### config.mk
export PLATFORM = sky130hd
export DESIGN_NAME = conv_frame_ctrl
export DESIGN_NICKNAME = d
export VERILOG_FILES = /design/src/rtl/cnn_pkg.sv /design/src/rtl/cnn_weight_regs.sv /design/src/rtl/conv_frame_ctrl.sv
export SDC_FILE = /design/constraint.sdc
export NUM_CORES = 1
export LEC_CHECK = 0
export ABC_CLOCK_PERIOD_IN_PS = 3500
export BUFFER_PORTS_ARGS = -buffer_cell sky130_fd_sc_hd__buf_2
export CORE_MARGIN = 10
export CORE_UTILIZATION = 50
export CTS_CLUSTER_DIAMETER = 120
export DETAILED_ROUTE_END_ITERATION = 7
export HOLD_SLACK_MARGIN = 0.06
export PLACE_DENSITY_LB_ADDON = 0.2
export SLEW_MARGIN = 20
export SYNTH_ARGS = -nofsm -noshare
export SYNTH_HDL_FRONTEND = slang
export SYNTH_SLANG_ARGS = --single-unit
### constraint.sdc
create_clock -name clk -period 3.5 [get_ports clk]
set_clock_uncertainty 0.15 [all_clocks]
set_input_delay 0.7 -clock clk [delete_from_list [all_inputs] [get_ports clk]]
set_output_delay 0.7 -clock clk [all_outputs]
set_load 0.05 [all_outputs]
### src/rtl/cnn_pkg.sv
// Shared types and constants for the convolution frame controller.
package cnn_pkg;

   typedef enum logic [1:0] {
      IDLE,
      RUN,
      DRAIN,
      DONE
   } ctrl_state_t;

   typedef logic signed [7:0] weight_t;

   localparam int NUM_TAPS = 9;

   // 3x3 Laplacian-style edge kernel, tap 4 is the centre (8), all others -1.
   localparam weight_t [NUM_TAPS-1:0] EDGE_KERNEL = {
      8'hFF, 8'hFF, 8'hFF,
      8'hFF, 8'h08, 8'hFF,
      8'hFF, 8'hFF, 8'hFF
   };

endpackage

### src/rtl/cnn_weight_regs.sv
// Kernel tap register file; resets to the edge kernel, out-of-range taps are dropped.
module cnn_weight_regs
   import cnn_pkg::*;
(
   input  logic                     clk,
   input  logic                     rst,
   input  logic                     we,
   input  logic [3:0]               addr,
   input  weight_t                  wdata,
   output weight_t [NUM_TAPS-1:0]   weights
);

   always_ff @(posedge clk or posedge rst) begin
      if (rst) begin
         weights <= EDGE_KERNEL;
      end else if (we && (addr < 4'(NUM_TAPS))) begin
         weights[addr] <= wdata;
      end
   end

endmodule

### src/rtl/conv_frame_ctrl.sv
// Frame-level controller for a 3x3 convolution datapath: gates pixel input,
// counts results, detects frame end or drain timeout, and holds the kernel taps.
module conv_frame_ctrl
   import cnn_pkg::*;
#(
   parameter int DATA_WIDTH    = 8,
   parameter int IMG_WIDTH     = 28,
   parameter int IMG_HEIGHT    = 28,
   parameter int DRAIN_TIMEOUT = 16
)(
   input  logic                     clk,
   input  logic                     rst,
   input  logic                     i_start,
   input  logic                     cfg_we,
   input  logic [3:0]               cfg_addr,
   input  logic [7:0]               cfg_wdata,
   input  logic                     s_axis_tvalid,
   output logic                     s_axis_tready,
   output logic                     dp_in_valid,
   input  logic                     dp_out_valid,
   input  logic                     m_axis_tready,
   output logic                     m_axis_tlast,
   output weight_t [NUM_TAPS-1:0]   o_weights,
   output logic                     o_busy,
   output logic                     o_done,
   output logic                     o_err
);

   localparam int TOTAL_PIX = IMG_WIDTH * IMG_HEIGHT;
   localparam int EXP_OUTS  = (IMG_WIDTH - 2) * (IMG_HEIGHT - 2);
   localparam int CW        = $clog2(TOTAL_PIX + 1);

   // A valid 3x3 window needs at least three pixels in each direction.
   if (DATA_WIDTH < 1 || IMG_WIDTH < 3 || IMG_HEIGHT < 3) begin : g_bad_cfg
      $error("conv_frame_ctrl: unsupported image geometry or pixel width");
   end

   ctrl_state_t   state;
   ctrl_state_t   state_nx;
   logic [CW-1:0] in_cnt;
   logic [CW-1:0] out_cnt;
   logic [CW-1:0] out_cnt_nx;
   logic [CW-1:0] drain_cnt;
   logic          start_ok;
   logic          in_frame;
   logic          count_out;
   logic          outs_complete;
   logic          timeout;
   logic          err_set;
   logic          weight_we;

   assign start_ok      = (state == IDLE) && i_start;
   assign in_frame      = (state == RUN) || (state == DRAIN);
   assign s_axis_tready = (state == RUN) && (in_cnt < CW'(TOTAL_PIX));
   assign dp_in_valid   = s_axis_tvalid && s_axis_tready;
   assign m_axis_tlast  = dp_out_valid && in_frame && (out_cnt == CW'(EXP_OUTS - 1));

   // Surplus results are flagged as errors but never counted, so out_cnt cannot wrap.
   assign count_out     = dp_out_valid && in_frame && (out_cnt < CW'(EXP_OUTS));
   assign out_cnt_nx    = out_cnt + CW'(count_out);
   assign outs_complete = out_cnt_nx >= CW'(EXP_OUTS);
   assign timeout       = (state == DRAIN) && !outs_complete
                        && (drain_cnt == CW'(DRAIN_TIMEOUT - 1));
   assign err_set       = timeout
                        || (dp_out_valid && ((state == IDLE) || (out_cnt >= CW'(EXP_OUTS))))
                        || (dp_out_valid && !m_axis_tready);

   always_ff @(posedge clk or posedge rst) begin
      if (rst) begin
         state <= IDLE;
      end else begin
         state <= state_nx;
      end
   end

   always_comb begin
      state_nx = state;
      o_busy   = 1'b1;
      o_done   = 1'b0;
      case (state)
         IDLE: begin
            o_busy = 1'b0;
            if (i_start) state_nx = RUN;
         end
         RUN: begin
            if (dp_in_valid && (in_cnt == CW'(TOTAL_PIX - 1))) state_nx = DRAIN;
         end
         DRAIN: begin
            if (outs_complete || timeout) state_nx = DONE;
         end
         DONE: begin
            o_done   = 1'b1;
            state_nx = IDLE;
         end
         default: state_nx = IDLE;
      endcase
   end

   always_ff @(posedge clk or posedge rst) begin
      if (rst) begin
         in_cnt    <= '0;
         out_cnt   <= '0;
         drain_cnt <= '0;
      end else if (start_ok) begin
         in_cnt    <= '0;
         out_cnt   <= '0;
         drain_cnt <= '0;
      end else begin
         if (dp_in_valid)     in_cnt    <= in_cnt + 1'b1;
         if (count_out)       out_cnt   <= out_cnt_nx;
         if (state == DRAIN)  drain_cnt <= drain_cnt + 1'b1;
      end
   end

   // A fresh start wins over a stray result arriving in the same IDLE cycle.
   always_ff @(posedge clk or posedge rst) begin
      if (rst) begin
         o_err <= 1'b0;
      end else if (start_ok) begin
         o_err <= 1'b0;
      end else if (err_set) begin
         o_err <= 1'b1;
      end
   end

   assign weight_we = cfg_we && (state == IDLE);

   cnn_weight_regs u_weights (
      .clk     (clk),
      .rst     (rst),
      .we      (weight_we),
      .addr    (cfg_addr),
      .wdata   (weight_t'(cfg_wdata)),
      .weights (o_weights)
   );

endmodule
==> results by group, run 1 <==
Run status
  • Status: completed

Pwr
  • Maximum vdd drop: 574.2 µV
  • PD cells: 940.1 nW/µm²
  • Static leakage: 2.637 nW

Global routing
  • First-pass GRT wire length: 17.92 mm
  • Vias in the first global route: 3445
  • Largest net degree at the start of global routing: 70
  • Overall Global Routing Usage: 0.1530
  • Overflow after GRT: 0
  • Initial antenna violation count: 0

Route
  • Drc violations: 0
  • Avg WL per Cell: 17.57 µm
  • DR vias/cell: 5.361
  • DR pass1 iterations: 4
  • DR iter-0 viols: 163
  • Wirelength, routed: 11.09 mm
  • DR vias: 3383
  • Detail Route Antenna Nets: 0

Synthesis
  • EDFF count, synth: 0
  • Post-Synthesis Cells: 396
  • Async set-reset flop share out of synthesis: 1.000
  • Mapped Area: 4873 µm²
  • Top FF cell, synth: dfstp_2
  • Synth warn: 0
  • Unique masters post-synth: 56
  • Post-synthesis sequential area ratio: 0.5558
  • Syn_nets: 425
  • Mean Syn Cell Area: 12.31 µm²
  • #FFs+latches synth: 105

Critical path
  • Worst EP required: 3.62 ns
  • Crit-path cells: inv_1 > ha_1 > nand2_1 > nor2_2 > ha_2 > ha_1 > buf_4 > nor3_1 > nor3b_2 > nor4_1 > or4b_4 > a21o_1 > a311oi_2
  • Worst Setup End Kind: flop
  • CP dominant cell by count: ha_1
  • CP Buf/Inv Count: 2
  • Critical Path Fanout Max: 9
  • Crit Path Class: flop to flop
  • Critical path's slowest cell: or4b_4
  • CP arrival: 3.50 ns
  • CP Launch Type: flop
  • Worst stage delay on the critical path: 0.52 ns
  • CP top delay family: simple AND/OR/NAND/NOR gates

Final layout
  • Final Util: 0.6138
  • Commonest non-fill, non-tap cell in the layout: buf_2
  • Most frequent cells in the layout: buf_2 (96), dfstp_2 (65), mux2_2 (61)
  • # diodes: 0
  • Synth-to-Final Area Change: 18.02%
  • Layout cell share with drive strength beyond 1: 0.5239
  • Final instance area: 5752 µm²
  • Final #Nets: 526

Clocking
  • Root Buffer: clkbuf_8
  • Post-CTS Hold Buffers: 0
  • Number of CTS-inserted buffers: 9
  • Sink Count: 105
  • Worst-skew pair later-pin latency: 0.36 ns
  • CTS tree: built
  • Worst-case clock buffer depth: 2
  • Htree depth: 3
  • Clock Pin Slew Worst Setup and Hold Paths: 0.10 ns

Die
  • IO Pins: 97
  • Die W: 118.7 µm
  • Die area: 14100 µm²
  • Starting Density: 0.5200
  • Num rows: 35
  • Die Span Y: 118.7 µm
  • Core area: 9371 µm²

STA
  • Hold Violations, Final: 0
  • Fin. max-slew vios: 0
  • Final min period: 3.377 ns
  • Fin crit share: 0.9648
  • Final setup violating endpoints: 0
  • Peak Freq: 0.2962 GHz
  • Slew @ Worst Pin: 0.8154 ns
  • Max-slew headroom: 0.4553

Worst hold path
  • HP Class: input port to asynchronous set/reset pin

Flow run
  • Max Cap Violations: 0

Place
  • Port buffer count: 96
  • Post-DP HPWL: 8.202 mm
  • Placed Area: 5528 µm²
  • Gp weighted congestion: 0.8243
## metal layers
layer,routed length [µm],part of all wire,up-vias,GRT usage
met5,0,0,-,0
met4,119,0.011,0,0.04504
met3,618,0.056,11,0.04569
met2,5397,0.49,81,0.2486
met1,4952,0.45,1670,0.1921
li1,-,-,1621,-
## path summary, 6_finish.rpt
check	start	to	slack, ns	cells past startpoint
worst max-delay path	state[1]$_DFFE_PP0P_	state[0]$_DFFE_PP0P_	0.12	13
worst min-delay path	rst	u_weights.weights[36]$_DFFE_PP0P_	0.33	2
worst max register to register	state[1]$_DFFE_PP0P_	state[0]$_DFFE_PP0P_	0.12	13
worst min register to register	u_weights.weights[37]$_DFFE_PP0P_	u_weights.weights[37]$_DFFE_PP0P_	0.34	1
max in group asynchronous	rst	u_weights.weights[66]$_DFFE_PP1P_	2.04	3
min in group clk	u_weights.weights[37]$_DFFE_PP0P_	u_weights.weights[37]$_DFFE_PP0P_	0.34	1
## per-stage QoR
stage / std cells / setup WS, ns / total power, W / setup TNS, ns / hold slack [ns]
3_5_place_dp: 614 / 0.1166 / 0.004734 / 0 / 0.3255
6_report: 631 / 0.1234 / 0.005407 / 0 / 0.3338
5_1_grt: 631 / -0.04468 / 0.005679 / -0.04468 / 0.3736
2_1_floorplan: 396 / 0.09667 / 0.004119 / 0 / 0.3128
4_1_cts: 630 / 0.06503 / 0.005451 / 0 / 0.3482
3_3_place_gp: 614 / 0.2777 / 0.004659 / 0 / 0.3177
## flip-flops by register name, summed over array words and instances, names as in the netlist
signal             cells
out_cnt               10
state                  2
in_cnt                10
drain_cnt             10
u_weights.weights     72
o_err                  1
## repair_timing
| action | in CTS | in global routing |
|---|---|---|
| endpoints found under the setup margin | 0 | 3 |
| resized for setup | 0 | 6 |
| buffers inserted | 0 | 1 |
## layout make-up
class                      count  area [µm²]
clock buffer                  10       127.6
clock inverter                 6       57.56
fill                         786        3620
inverter                       8       33.78
multi-input combinational    268        2102
sequential                   105        2709
tap                          129       161.4
timing repair buffer         105       560.5
## logic make-up after synthesis
logic type,count (synthesis),share of synthesized area
AND/OR/NAND/NOR,121,0.1317
flip-flops,105,0.5558
multiplexers,73,0.1684
AO/OA/AOI/OAI,42,0.05956
buffers and inverters,23,0.01926
XOR/XNOR,22,0.03954
adder cells (fa/ha/maj),10,0.02567
## Yosys cell counts (2+ instances only)
cell,count,area (µm²)
xor2_1,15,131.4
nor4b_1,2,17.52
o31ai_1,2,15.01
and3_1,6,37.54
nor3_2,3,30.03
nor3_1,5,25.02
dfrtp_1,40,1001
ha_1,10,125.1
or3_1,3,18.77
a21boi_0,2,15.01
mux2_1,11,123.9
o21ai_0,9,45.04
buf_2,2,10.01
nand2_1,23,86.33
a21o_1,2,15.01
mux2_2,61,686.9
nand2b_1,5,31.28
a21oi_1,10,50.05
xnor2_1,7,61.31
nand4_1,11,68.82
nor3b_1,2,15.01
o21ai_1,2,10.01
buf_1,2,7.510
nor2_1,37,138.9
a211oi_1,4,30.03
inv_1,7,26.28
clkbuf_1,9,33.78
nor4_1,4,25.02
dfstp_2,65,1708
and2_1,3,18.77
nand3_1,7,35.03
## power breakdown
part / internal, W / total (W) / switching, W / leakage [nW]
Clock: 0.000276 / 0.000714 / 0.000437 / 0.0954
Combinational: 0.000680 / 0.00261 / 0.00193 / 1.33
Sequential: 0.00184 / 0.00208 / 0.000245 / 1.22
Power figures use the tool's default switching activity.
==> inputs of run 2 (changes only) <==
CORE_UTILIZATION = 51   (was 50)
CTS_BUF_LIST = sky130_fd_sc_hd__clkbuf_8   (was not set)
==> run 2 against run 1 <==
Compared with the run above:
- die area shrank 1.6%
- combinational power is essentially flat
- global-route usage grew 0.50 points
- worst setup slack gained 0.090 ns
- sequential power is essentially flat
- critical path depth shrank 2
- core utilization grew 0.44 points
- hold slack lost 0.10 ns
- via count grew 0.65%
==> results by group, run 2 (synthesis gave the netlist of run 1 again) <==
Run status
  • Status: completed

Critical path
  • CP Depth: 11 (-2)
  • Crit-path cells: inv_1 > ha_1 > nand2_1 > nor2_1 > ha_1 > ha_1 > a2111oi_2 > nor4_1 > or4b_4 > a21o_1 > a311oi_2
  • Worst EP required: 3.63 ns (about the same)
  • CP dominant cell by count: ha_1
  • CP Buf/Inv Count: 1 (-1)
  • Reg2Reg Depth: 11 (-2)
  • Crit Path Class: flop to flop
  • CP top delay family: simple AND/OR/NAND/NOR gates
  • CP arrival: 3.41 ns (-0.09 ns)
  • CP Launch Type: flop
  • Critical Path Fanout Max: 7 (-2)
  • Worst stage delay on the critical path: 0.52 ns (about the same)
  • Worst Setup End Kind: flop
  • Critical path's slowest cell: or4b_4

Final layout
  • Final instance area: 5739 µm² (-0.22%)
  • # diodes: 0 (unchanged)
  • Most frequent cells in the layout: buf_2 (96), dfstp_2 (65), mux2_2 (61)
  • Final #Nets: 528 (+0.38%)
  • Commonest non-fill, non-tap cell in the layout: buf_2
  • Largest register by flop count: u_weights.weights
  • Non-Filler Instances: 633 (+0.32%)
  • Max reg flops: 72 (unchanged)
  • Layout cell share with drive strength beyond 1: 0.5159 (-0.008031)
  • Synth-to-Final Area Change: 17.77%

STA
  • Hold Violations, Final: 0 (unchanged)
  • Fin. max-slew vios: 0 (unchanged)
  • Max-slew headroom: 0.4838 (+0.02855)
  • Peak Freq: 0.3043 GHz (+2.8%)
  • RSZ-0062 raised after global routing: no
  • Final min period: 3.286 ns (-0.09046 ns)
  • Fin crit share: 0.9389 (-0.02584)
  • Total Neg Setup Slack: 0 ns (unchanged)
  • Slew @ Worst Pin: 0.7714 ns (-0.04396 ns)
  • Final setup violating endpoints: 0 (unchanged)
  • Hold Slack: 0.2338 ns (-0.09998 ns)

Global routing
  • Initial antenna violation count: 0 (unchanged)
  • Largest net degree at the start of global routing: 56 (-20%)
  • Vias in the first global route: 3555 (+3.2%)
  • Overall Global Routing Usage: 0.1579 (+0.004950)
  • Overflow after GRT: 0 (unchanged)
  • First-pass GRT wire length: 18.18 mm (+1.5%)

Die
  • Num rows: 35 (unchanged)
  • Die W: 117.8 µm (-0.82%)
  • Core area: 9284 µm² (-0.93%)
  • Starting Density: 0.5249 (+0.004906)
  • IO Pins: 97 (unchanged)
  • Die area: 13870 µm² (-1.6%)
  • Die Span Y: 117.8 µm (-0.82%)

Route
  • Wirelength, routed: 10.93 mm (-1.4%)
  • DR iter-0 viols: 164 (+0.61%)
  • DR vias: 3405 (+0.65%)
  • DR vias/cell: 5.379 (+0.33%)
  • Drc violations: 0 (unchanged)
  • Avg WL per Cell: 17.26 µm (-1.8%)
  • Detail Route Antenna Nets: 0 (unchanged)
  • DR pass1 iterations: 4 (unchanged)

Clocking
  • Number of CTS-inserted buffers: 9 (unchanged)
  • Sink Count: 105 (unchanged)
  • Htree depth: 3 (unchanged)
  • Worst-case clock buffer depth: 2 (unchanged)
  • Clock Pin Slew Worst Setup and Hold Paths: 0.10 ns (about the same)
  • CTS tree: built
  • Root Buffer: clkbuf_8
  • Worst-skew pair later-pin latency: 0.36 ns (about the same)
  • CTS-repair resized insts: 0 (unchanged)

Pwr
  • Psw: 0.002589 W (-0.89%)
  • PD cells: 938.3 nW/µm² (-0.20%)
  • Register share of total power: 0.387 (+0.002)
  • Static leakage: 2.657 nW (+0.75%)
  • Sw Ratio: 0.4808 (-0.002291)
  • Clock power frac: 0.132 (about the same)
  • Internal: 0.002796 W (about the same)
  • Total power: 0.005385 W (-0.41%)
  • Maximum vdd drop: 479.3 µV (-17%)
  • Logic pwr share: 0.481 (-0.002)

Place
  • Gp weighted congestion: 0.9226 (+12%)
  • Cells after DPL: 615 (+0.16%)
  • Placed Area: 5535 µm² (+0.14%)
  • Port buffer count: 96 (unchanged)
  • Post-DP HPWL: 8.123 mm (-0.96%)

Flow run
  • Max Cap Violations: 0 (unchanged)

Worst hold path
  • HP Class: input port to asynchronous set/reset pin
## run 2: cell types whose count changed in the layout (fill, tap and decap cells not counted), sizes merged
cell and change:
buf +2, clkbuf -1, clkinv +1, clkinvlp +1, inv -1
## run 2: area by class of cell
cell class | count | area, µm²
clock buffers | 9 | 123.9
clock inverters | 7 | 65.06
fillers | 798 | 3545
inverters | 8 | 33.78
multi-input cells | 268 | 2071
flip-flops and latches | 105 | 2709
well taps | 129 | 161.4
repair buffers | 107 | 575.6
## run 2: repair_timing
item	CTS	global route
hold buffers	0	0
setup endpoints to repair	0	1
setup buffers	0	2
## run 2: per-layer routing
metal	global-route usage	wire length, µm	share of wire	up-vias
met5	0	0	0	-
met4	0.05023	164	0.015	0
met3	0.03501	470	0.043	14
met2	0.2664	5305	0.49	74
met1	0.1958	4986	0.46	1705
li1	-	-	-	1612
## run 2: worst register-to-register path, stage by stage (launching register included)
cell and delay (ns):
dfrtp_1 0.43, inv_1 0.12, ha_1 0.31, nand2_1 0.15, nor2_1 0.08, ha_1 0.26
ha_1 0.29, a2111oi_2 0.38, nor4_1 0.12, or4b_4 0.52, a21o_1 0.19, a311oi_2 0.24
## run 2: final timing paths
path,from,endpoint,slack [ns]
setup / recovery,state[1]$_DFFE_PP0P_,state[0]$_DFFE_PP0P_,0.21
hold / removal,rst,in_cnt[3]$_DFFE_PP0P_,0.23
setup reg to reg,state[1]$_DFFE_PP0P_,state[0]$_DFFE_PP0P_,0.21
hold reg to reg,u_weights.weights[37]$_DFFE_PP0P_,u_weights.weights[37]$_DFFE_PP0P_,0.35
max in group asynchronous,rst,u_weights.weights[65]$_DFFE_PP1P_,2.20
min in group clk,u_weights.weights[37]$_DFFE_PP0P_,u_weights.weights[37]$_DFFE_PP0P_,0.35
## run 2: through the flow
step | utilization | setup slack [ns]
CTS | 0.6166 | 0.1885
global route | 0.6182 | 0.001605
finish | 0.6182 | 0.2138
global placement | 0.5962 | 0.3055
floorplan | - | 0.09667
detailed placement | 0.5962 | 0.2283
## run 2: power groups by stage
stage          clock, W  sequential [W]  combinational (W)
4_1_cts        0.000731         0.00209            0.00261
6_report       0.000711         0.00208            0.00259
3_3_place_gp          0         0.00209            0.00257
2_1_floorplan         0         0.00339           0.000731
3_5_place_dp          0         0.00211            0.00261
5_1_grt        0.000780         0.00214            0.00274
